`config.mk`:
```
export PLATFORM = sky130hd
export DESIGN_NAME = vol_step_ctrl
export DESIGN_NICKNAME = d
export VERILOG_FILES = /design/src/rtl/vol_pkg.sv /design/src/rtl/vol_debounce.sv /design/src/rtl/vol_step_ctrl.sv
export SDC_FILE = /design/constraint.sdc
export NUM_CORES = 1
export LEC_CHECK = 0
export CORE_MARGIN = 3
export CORE_UTILIZATION = 40
export DETAILED_ROUTE_END_ITERATION = 10
export SLEW_MARGIN = 40
export SYNTH_ARGS = -nofsm -noshare
export SYNTH_HDL_FRONTEND = slang
export SYNTH_SLANG_ARGS = --single-unit
```
`constraint.sdc`:
```
create_clock -name clk -period 2.4 [get_ports clk]
set_clock_uncertainty 0.15 [all_clocks]
set_input_delay 0.24 -clock clk [delete_from_list [all_inputs] [get_ports clk]]
set_output_delay 0.24 -clock clk [all_outputs]
set_load 0.005 [all_outputs]
```
`src/rtl/vol_pkg.sv`:
```
// Shared constants, state/press-code types and the press-code decode for the volume step controller.
package vol_pkg;

    localparam logic [11:0] STEP       = 12'h040;
    localparam logic [11:0] VOL_NOM    = 12'h800;
    localparam logic [11:0] VOL_UP_LIM = 12'hFC0;

    typedef enum logic [1:0] {
        IDLE,
        FIRST,
        HOLD,
        REPEAT
    } vol_ctrl_state_t;

    typedef enum logic [1:0] {
        NONE,
        UP,
        DN
    } press_t;

    // Both buttons together cancel out, so only a single pressed button is a command.
    function automatic press_t press_code(input logic up_db, input logic dn_db);
        if (up_db && !dn_db) begin
            return UP;
        end
        if (dn_db && !up_db) begin
            return DN;
        end
        return NONE;
    endfunction

endpackage

```
`src/rtl/vol_debounce.sv`:
```
// Two-flop synchronizer followed by a debouncer: the output level follows the synchronized
// input only after it has disagreed for DEBOUNCE_CYC consecutive cycles.
module vol_debounce #(
    parameter int DEBOUNCE_CYC = 500000
) (
    input  logic clk,
    input  logic rst,
    input  logic btn,
    output logic level
);

    localparam int CNT_W = $clog2(DEBOUNCE_CYC + 1);

    logic             sync1;
    logic             sync2;
    logic [CNT_W-1:0] cnt;

    // NOTE: non-blocking assignments keep sync1 -> sync2 a true two-stage pipeline;
    // blocking ones would collapse it into a single flop.
    always_ff @(posedge clk) begin
        if (rst) begin
            sync1 <= 1'b0;
            sync2 <= 1'b0;
            level <= 1'b0;
            cnt   <= '0;
        end else begin
            sync1 <= btn;
            sync2 <= sync1;
            if (sync2 == level) begin
                cnt <= '0;
            end else if (cnt == CNT_W'(DEBOUNCE_CYC - 1)) begin
                level <= sync2;
                cnt   <= '0;
            end else begin
                cnt <= cnt + CNT_W'(1);
            end
        end
    end

endmodule

```
`src/rtl/vol_step_ctrl.sv`:
```
// Volume step sequencer: debounced up/down buttons to clamped single-cycle step pulses.
// Auto-repeat (HOLD/REPEAT) is built only when VOL_AUTOREPEAT_EN is defined.
module vol_step_ctrl
    import vol_pkg::*;
#(
    parameter int DEBOUNCE_CYC = 500000,
    parameter int HOLD_CYC     = 25000000,
    parameter int REPEAT_CYC   = 5000000
) (
    input  logic        clk,
    input  logic        rst,
    input  logic        btn_up,
    input  logic        btn_dwn,
    input  logic [11:0] volume12,
    output logic        step_up,
    output logic        step_dwn,
    output logic        busy
);

    // Feedback from the volume register needs one cycle, so repeats closer than 2 apart would clamp on stale data.
    if (REPEAT_CYC < 2 || HOLD_CYC < 1 || DEBOUNCE_CYC < 1) begin : g_param_err
        $error("vol_step_ctrl: need DEBOUNCE_CYC >= 1, HOLD_CYC >= 1, REPEAT_CYC >= 2");
    end

    logic up_db;
    logic dn_db;

    vol_debounce #(.DEBOUNCE_CYC(DEBOUNCE_CYC)) u_db_up (
        .clk   (clk),
        .rst   (rst),
        .btn   (btn_up),
        .level (up_db)
    );

    vol_debounce #(.DEBOUNCE_CYC(DEBOUNCE_CYC)) u_db_dn (
        .clk   (clk),
        .rst   (rst),
        .btn   (btn_dwn),
        .level (dn_db)
    );

    press_t          press;
    vol_ctrl_state_t state;
    logic            dir;        // 1 = down, 0 = up
    logic            held;
    logic            fire_up;
    logic            fire_dn;

    assign press   = press_code(up_db, dn_db);
    assign held    = (press == (dir ? DN : UP));
    assign fire_up = ~dir & (volume12 < VOL_UP_LIM);
    assign fire_dn =  dir & (volume12 >= STEP);

`ifdef VOL_AUTOREPEAT_EN
    localparam int TMR_MAX = (HOLD_CYC > REPEAT_CYC) ? HOLD_CYC : REPEAT_CYC;
    localparam int TMR_W   = $clog2(TMR_MAX);

    logic [TMR_W-1:0] timer;
`else
    logic fired;
`endif

    // NOTE: step_* default low every cycle so any branch that fires produces exactly one-cycle pulses.
    always_ff @(posedge clk) begin
        if (rst) begin
            state    <= IDLE;
            dir      <= 1'b0;
            step_up  <= 1'b0;
            step_dwn <= 1'b0;
            busy     <= 1'b0;
`ifdef VOL_AUTOREPEAT_EN
            timer    <= '0;
`else
            fired    <= 1'b0;
`endif
        end else begin
            step_up  <= 1'b0;
            step_dwn <= 1'b0;
            case (state)
                IDLE: begin
                    if (press != NONE) begin
                        dir   <= (press == DN);
                        state <= FIRST;
                        busy  <= 1'b1;
                    end
                end
`ifdef VOL_AUTOREPEAT_EN
                FIRST: begin
                    step_up  <= fire_up;
                    step_dwn <= fire_dn;
                    timer    <= '0;
                    state    <= HOLD;
                end
                HOLD: begin
                    if (!held) begin
                        timer <= '0;
                        state <= IDLE;
                        busy  <= 1'b0;
                    end else if (timer == TMR_W'(HOLD_CYC - 1)) begin
                        timer <= '0;
                        state <= REPEAT;
                    end else begin
                        timer <= timer + TMR_W'(1);
                    end
                end
                REPEAT: begin
                    if (!held) begin
                        timer <= '0;
                        state <= IDLE;
                        busy  <= 1'b0;
                    end else if (timer == TMR_W'(REPEAT_CYC - 1)) begin
                        step_up  <= fire_up;
                        step_dwn <= fire_dn;
                        timer    <= '0;
                    end else begin
                        timer <= timer + TMR_W'(1);
                    end
                end
`else
                // Single-shot build: fire once, then park in FIRST until the press changes.
                FIRST: begin
                    if (!fired) begin
                        step_up  <= fire_up;
                        step_dwn <= fire_dn;
                        fired    <= 1'b1;
                    end else if (!held) begin
                        fired <= 1'b0;
                        state <= IDLE;
                        busy  <= 1'b0;
                    end
                end
`endif
                default: begin
                    state <= IDLE;
                    busy  <= 1'b0;
                end
            endcase
        end
    end

endmodule

```
# Word-level counts from Yosys, hierarchy flattened
# Index checks and enable logic that the tools add are counted.
# op_classes
n_addsub,2
magnitude_cmp,2
n_eq_ne,10
muxes,18
bitwise_logic,6
reduce_logical,13
# ops
op,count
$add A19 B1 Y19 const B,2
$eq A19 B19 Y1 const B,2
$mux W2,8
$ge A12 B7 Y1 const B,1
$lt A12 B12 Y1 const B,1
$reduce_or A3 Y1,3
$mux W1,8
$ne A2 B2 Y1 const B,3
$reduce_and A2 Y1,3
$not A1 Y1,4
$pmux W2 S2,1
$reduce_and A3 Y1,1
$and A1 B1 Y1,2
$eq A1 B1 Y1,2
$eq A2 B1 Y1 const B,1
$eq A2 B2 Y1,1
$eq A2 B2 Y1 const B,1
$logic_and A1 B1 Y1,2
$logic_not A1 Y1,2
$logic_not A2 Y1,1
$pmux W1 S2,1
$reduce_bool A2 Y1,1
# totals
register_bits,51
output_inout_bits,3
wordCells,65

# Logic depth before layout (Yosys ltp)
# logic_depth
word_depth,10
mapped_depth,6
mapped_depth_nobuf,5

# Cells and area by module
# A second synthesis with hierarchy kept.
# unflattened
cells_unflattened,245
area_unflattened_um2,2209.6
# by_module_without_submodules
module,n_inst,cells_per_inst,area_each_um2,seq_area_each_um2
vol_debounce,2,109,984.7,440.4
vol_step_ctrl,1,27,240.2,100.1

# Worst setup path before layout
# OpenSTA, ideal clock, no wires.
# synth_path
kind,reg-to-reg
start,register u_db_up.cnt[12]
end,register u_db_up.level
setup_time_ps,87
t_arrival_ps,1879
t_required_ps,2163
path_slack_ps,284
path_stages_with_launch,5
n_path_buf,0
path_cell_list,dfxtp_1 -> or4_1 -> or4_4 -> or4b_1 -> o31ai_1
# synth_between
elab_chain_cells,2
# synth_rtl
item,line_no,rtl
from (decl),vol_debounce.sv:16,logic [CNT_W-1:0] cnt;
from (signal assigned),vol_debounce.sv:35,cnt <= cnt + CNT_W'(1);
$eq A19 B19 Y1,vol_debounce.sv:31,end else if (cnt == CNT_W'(DEBOUNCE_CYC - 1)) begin
$reduce_and A2 Y1 (no line),--,
to (signal assigned),vol_debounce.sv:32,level <= sync2;
to (decl),vol_debounce.sv:9,output logic level
# No other way between the ends.
# A chain may end at the register's enable or synchronous reset.

# Final worst setup path
# layout_path
start,register u_db_up.cnt[9]
end,register u_db_up.level
# Same word-level chain as after synthesis.

==> flow_metrics.py <==
metrics = {
    "status": {
        "outcome": "complete, no violations",
    },
    "global_route": {
        "antenna_found_initial": 0,
        "grt.busiest_layer": "met2",
        "met2_usage_pct": 21.9,
        "grt.total_usage_pct": 13.7,
        "grt_use_met1_pct": 17.3,
        "met3_usage_pct": 3.97,
        "grt_max_degree": 20,
        "grt_first_pass_wirelength_um": 6890,
        "overflow": 0,
        "grt_pass1_vias": 1590,
    },
    "pwr": {
        "sw_frac_of_total_pct": 19.6,
        "peakVddDrop_mv": 0.321,
        "p_sw_w": 0.000287,
        "p_int_w": 0.00117,
        "leakage_nw": 0.716,
        "seq_power_share_pct": 56.0,
        "power_density_mw_per_mm2": 582,
        "comb_power_share_pct": 2.3,
        "pwr-share-clk_pct": 41.7,
    },
    "final_layout": {
        "syn2layout_area_growth_pct": 16.8,
        "final_cell_count_no_fill": 337,
        "drive_gt1_share_pct": 7.12,
        "num-fill-cells": 535,
        "n_antenna_cell": 0,
        "ff_latch_area_um2": 981,
        "nets": 286,
        "multi_input_area_mm2": 0.00110,
        "fin_util_pct": 48.8,
    },
    "floorplan": {
        "die_w_um": 79.3,
        "dieArea_mm2": 0.00629,
        "num_rows": 26,
        "core_area_mm2": 0.00514,
        "die_h_um": 79.3,
        "start_util_pct": 41.8,
        "ios": 19,
    },
    "logic_synthesis": {
        "synth_nets": 266,
        "synthCells": 246,
        "synth_top_area_share_pct": 45.7,
        "ys_async_sr_fraction_pct": 0,
        "netlist_area_mm2": 0.00215,
        "synth_most_common_cell": "dfxtp_1",
        "synthTopCellsByCount": "dfxtp_1 (49), nor2_1 (46), xnor2_1 (27), nand3_1 (15), inv_1 (13)",
        "ys_seq_elements": 49,
        "synth-seq-area-share_pct": 45.7,
        "ys.flop_type": "dfxtp_1",
        "synth_top_area_cell": "dfxtp_1",
        "synth_area_per_cell_um2": 8.73,
        "synth_area_leaders": "dfxtp_1 (46%), xnor2_1 (11%), nor2_1 (8.0%)",
        "synth-edff-count": 0,
        "yosys_warnings": 0,
        "synth.distinct_cells": 36,
    },
    "worst_setup_path": {
        "crit_path_max_fanout": 5,
        "endpoint": "u_db_up.level$_SDFFE_PP0P_",
        "arrival_ns": 2.29,
        "cp_cell_sequence": "or4_1 -> or4_4 -> or4b_1 -> o31ai_1",
        "r2r_end": "u_db_up.level$_SDFFE_PP0P_",
        "r2r_slack_ns": 0.18,
        "rr_worst_depth": 4,
        "crit_required_ns": 2.47,
        "reg2reg_from": "u_db_up.cnt[9]$_SDFF_PP0_",
        "worstSetupPathType": "flip-flop to flip-flop",
        "cp-end-kind": "flip-flop",
        "crit_start": "u_db_up.cnt[9]$_SDFF_PP0_",
        "critPathLaunchType": "flip-flop",
        "max_stage_delay_ns": 0.54,
        "crit_slowest_cell": "or4_1",
    },
    "clock_tree": {
        "postCtsSetupBuffers": 0,
        "hold_buffers": 0,
        "cts_buffers": 5,
        "clkTransAtPathRegs_ns": 0.09,
        "cts_tree": "done",
        "cts_sinks": 49,
        "clockBufferDepth": 2,
        "clock-root-buffer": "clkbuf_8",
        "clock_latency_ns": 0.30,
        "htreeDepth": 2,
        "cts_resized": 0,
    },
    "timing": {
        "setup_viol": 0,
        "clock.fmax_ghz": 0.450,
        "worstMarginPinSlew_ns": 0.588,
        "rsz0062_at_grt": "false",
        "slew_headroom_pct": 60.4,
        "fin_ws_ns": 0.176,
        "timing.setup.tns_ns": 0,
        "final.period_utilization_pct": 92.7,
        "fin_worst_hold_slack_ns": 0.298,
        "post-route-min-period_ns": 2.22,
        "slew_violations": 0,
        "hold_viol": 0,
    },
    "route": {
        "post_drt_wl_per_cell_um": 11.5,
        "routed_wl_um": 3880,
        "ant_nets": 0,
        "vias": 1684,
        "vias_per_cell": 5.00,
        "drt_iter0_drc": 56,
        "dr.pass1.iters": 4,
        "drc": 0,
    },
    "place": {
        "hpwl_um": 2670,
        "io_buffers": 12,
        "dp_slack_ns": 0.223,
        "dp.cells": 329,
        "gp_congestion": 0.813,
    },
    "min_path": {
        "hp-start": "u_db_dn.sync1$_SDFF_PP0_",
        "hold_class": "flip-flop to flip-flop",
    },
    "job": {
        "maxCapViolCount": 0,
    },
}
==> kinds of logic (layout without fill, tap and decap cells) <==
group                      after synthesis  after routing  synth area share (%)
xor gates and xnor gates                31             31                  12.6
muxes                                    1              1                 0.466
buffers and inverters                   17             38                  3.03
adders and majority gates                4              4                  2.33
DFF                                     49             49                  45.7
AOI/OAI and AO/OA                       19             19                  5.88
and+or+nand+nor                        125            125                  30.0
==> power by group through the flow <==
stage	Sequential, W	Combinational (W)	Clock (W)
2_1_floorplan	0.000837	0.0000130	0
3_3_place_gp	0.000838	0.0000340	0
3_5_place_dp	0.000838	0.0000340	0
4_1_cts	0.000819	0.0000345	0.000634
5_1_grt	0.000820	0.0000373	0.000666
6_report	0.000819	0.0000341	0.000609
==> cell type report <==
type                       count  area share (%)
clock buffer                   6            3.29
clock inverter                 2            1.50
inverter                      13            1.94
multi-input combinational    180            43.9
sequential                    49            39.1
tap                           70            3.49
timing repair buffer          17            6.78
==> critical path, delay by kind of cell, from the launching register on <==
family / cells / cell delay, ns
compound gates: 1 / 0.08
flops: 1 / 0.37
simple gates: 3 / 1.55
==> metal layers <==
layer / routed length, um / share of wire (%) / vias to the layer above
met1: 1980 / 51 / 768
met4: 59 / 1.5 / 0
met2: 1660 / 43 / 24
met3: 166 / 4.3 / 6
li1: - / - / 886
met5: 0 / 0 / -
==> through the flow <==
stage	total power (W)	instance area, um^2
3_5_place_dp	0.000872	2390
4_1_cts	0.00149	2510
5_1_grt	0.00152	2510
2_1_floorplan	0.000850	2150
3_3_place_gp	0.000872	2390
6_report	0.00146	2510
==> registers in the layout (all words and copies together), names as in the netlist <==
name and count:
u_db_dn.level 1, u_db_up.sync1 1, step_up 1, fired 1, u_db_dn.cnt 19, u_db_up.level 1
u_db_up.sync2 1, busy 1, u_db_up.cnt 19, u_db_dn.sync1 1, u_db_dn.sync2 1, step_dwn 1
dir 1
==> worst min path at each step <==
stage                                     endpoint  slack (ns)  cells past startpoint
after global routing      u_db_dn.sync2$_SDFF_PP0_        0.32                      1
after CTS                 u_db_dn.sync2$_SDFF_PP0_        0.31                      1
final                     u_db_dn.sync2$_SDFF_PP0_        0.30                      1
after floorplan                 step_up$_SDFF_PP0_        0.20                      1
after detailed placement  u_db_up.sync2$_SDFF_PP0_        0.28                      1
after global placement    u_db_up.sync2$_SDFF_PP0_        0.28                      1
==> placed cells by master, fill, tap and decap left out, drive strengths merged, types with 2 or more instances in the layout <==
cell / synthesis / final
or2: 2 / 2
or3: 2 / 2
o21ai: 5 / 5
and3: 2 / 2
nor4b: 3 / 3
xor2: 4 / 4
nor2: 46 / 46
nand2: 10 / 10
nor2b: 6 / 6
ha: 4 / 4
xnor2: 27 / 27
nand3: 15 / 15
or4: 3 / 3
o31ai: 2 / 2
clkbuf: 2 / 6
nand4: 10 / 10
buf: 2 / 5
nor4: 9 / 9
clkdlybuf4s50: 0 / 12
a31o: 2 / 2
nor3: 11 / 11
dfxtp: 49 / 49
a21oi: 8 / 8
inv: 13 / 13
Note: power is estimated with default switching activity, not from simulation.
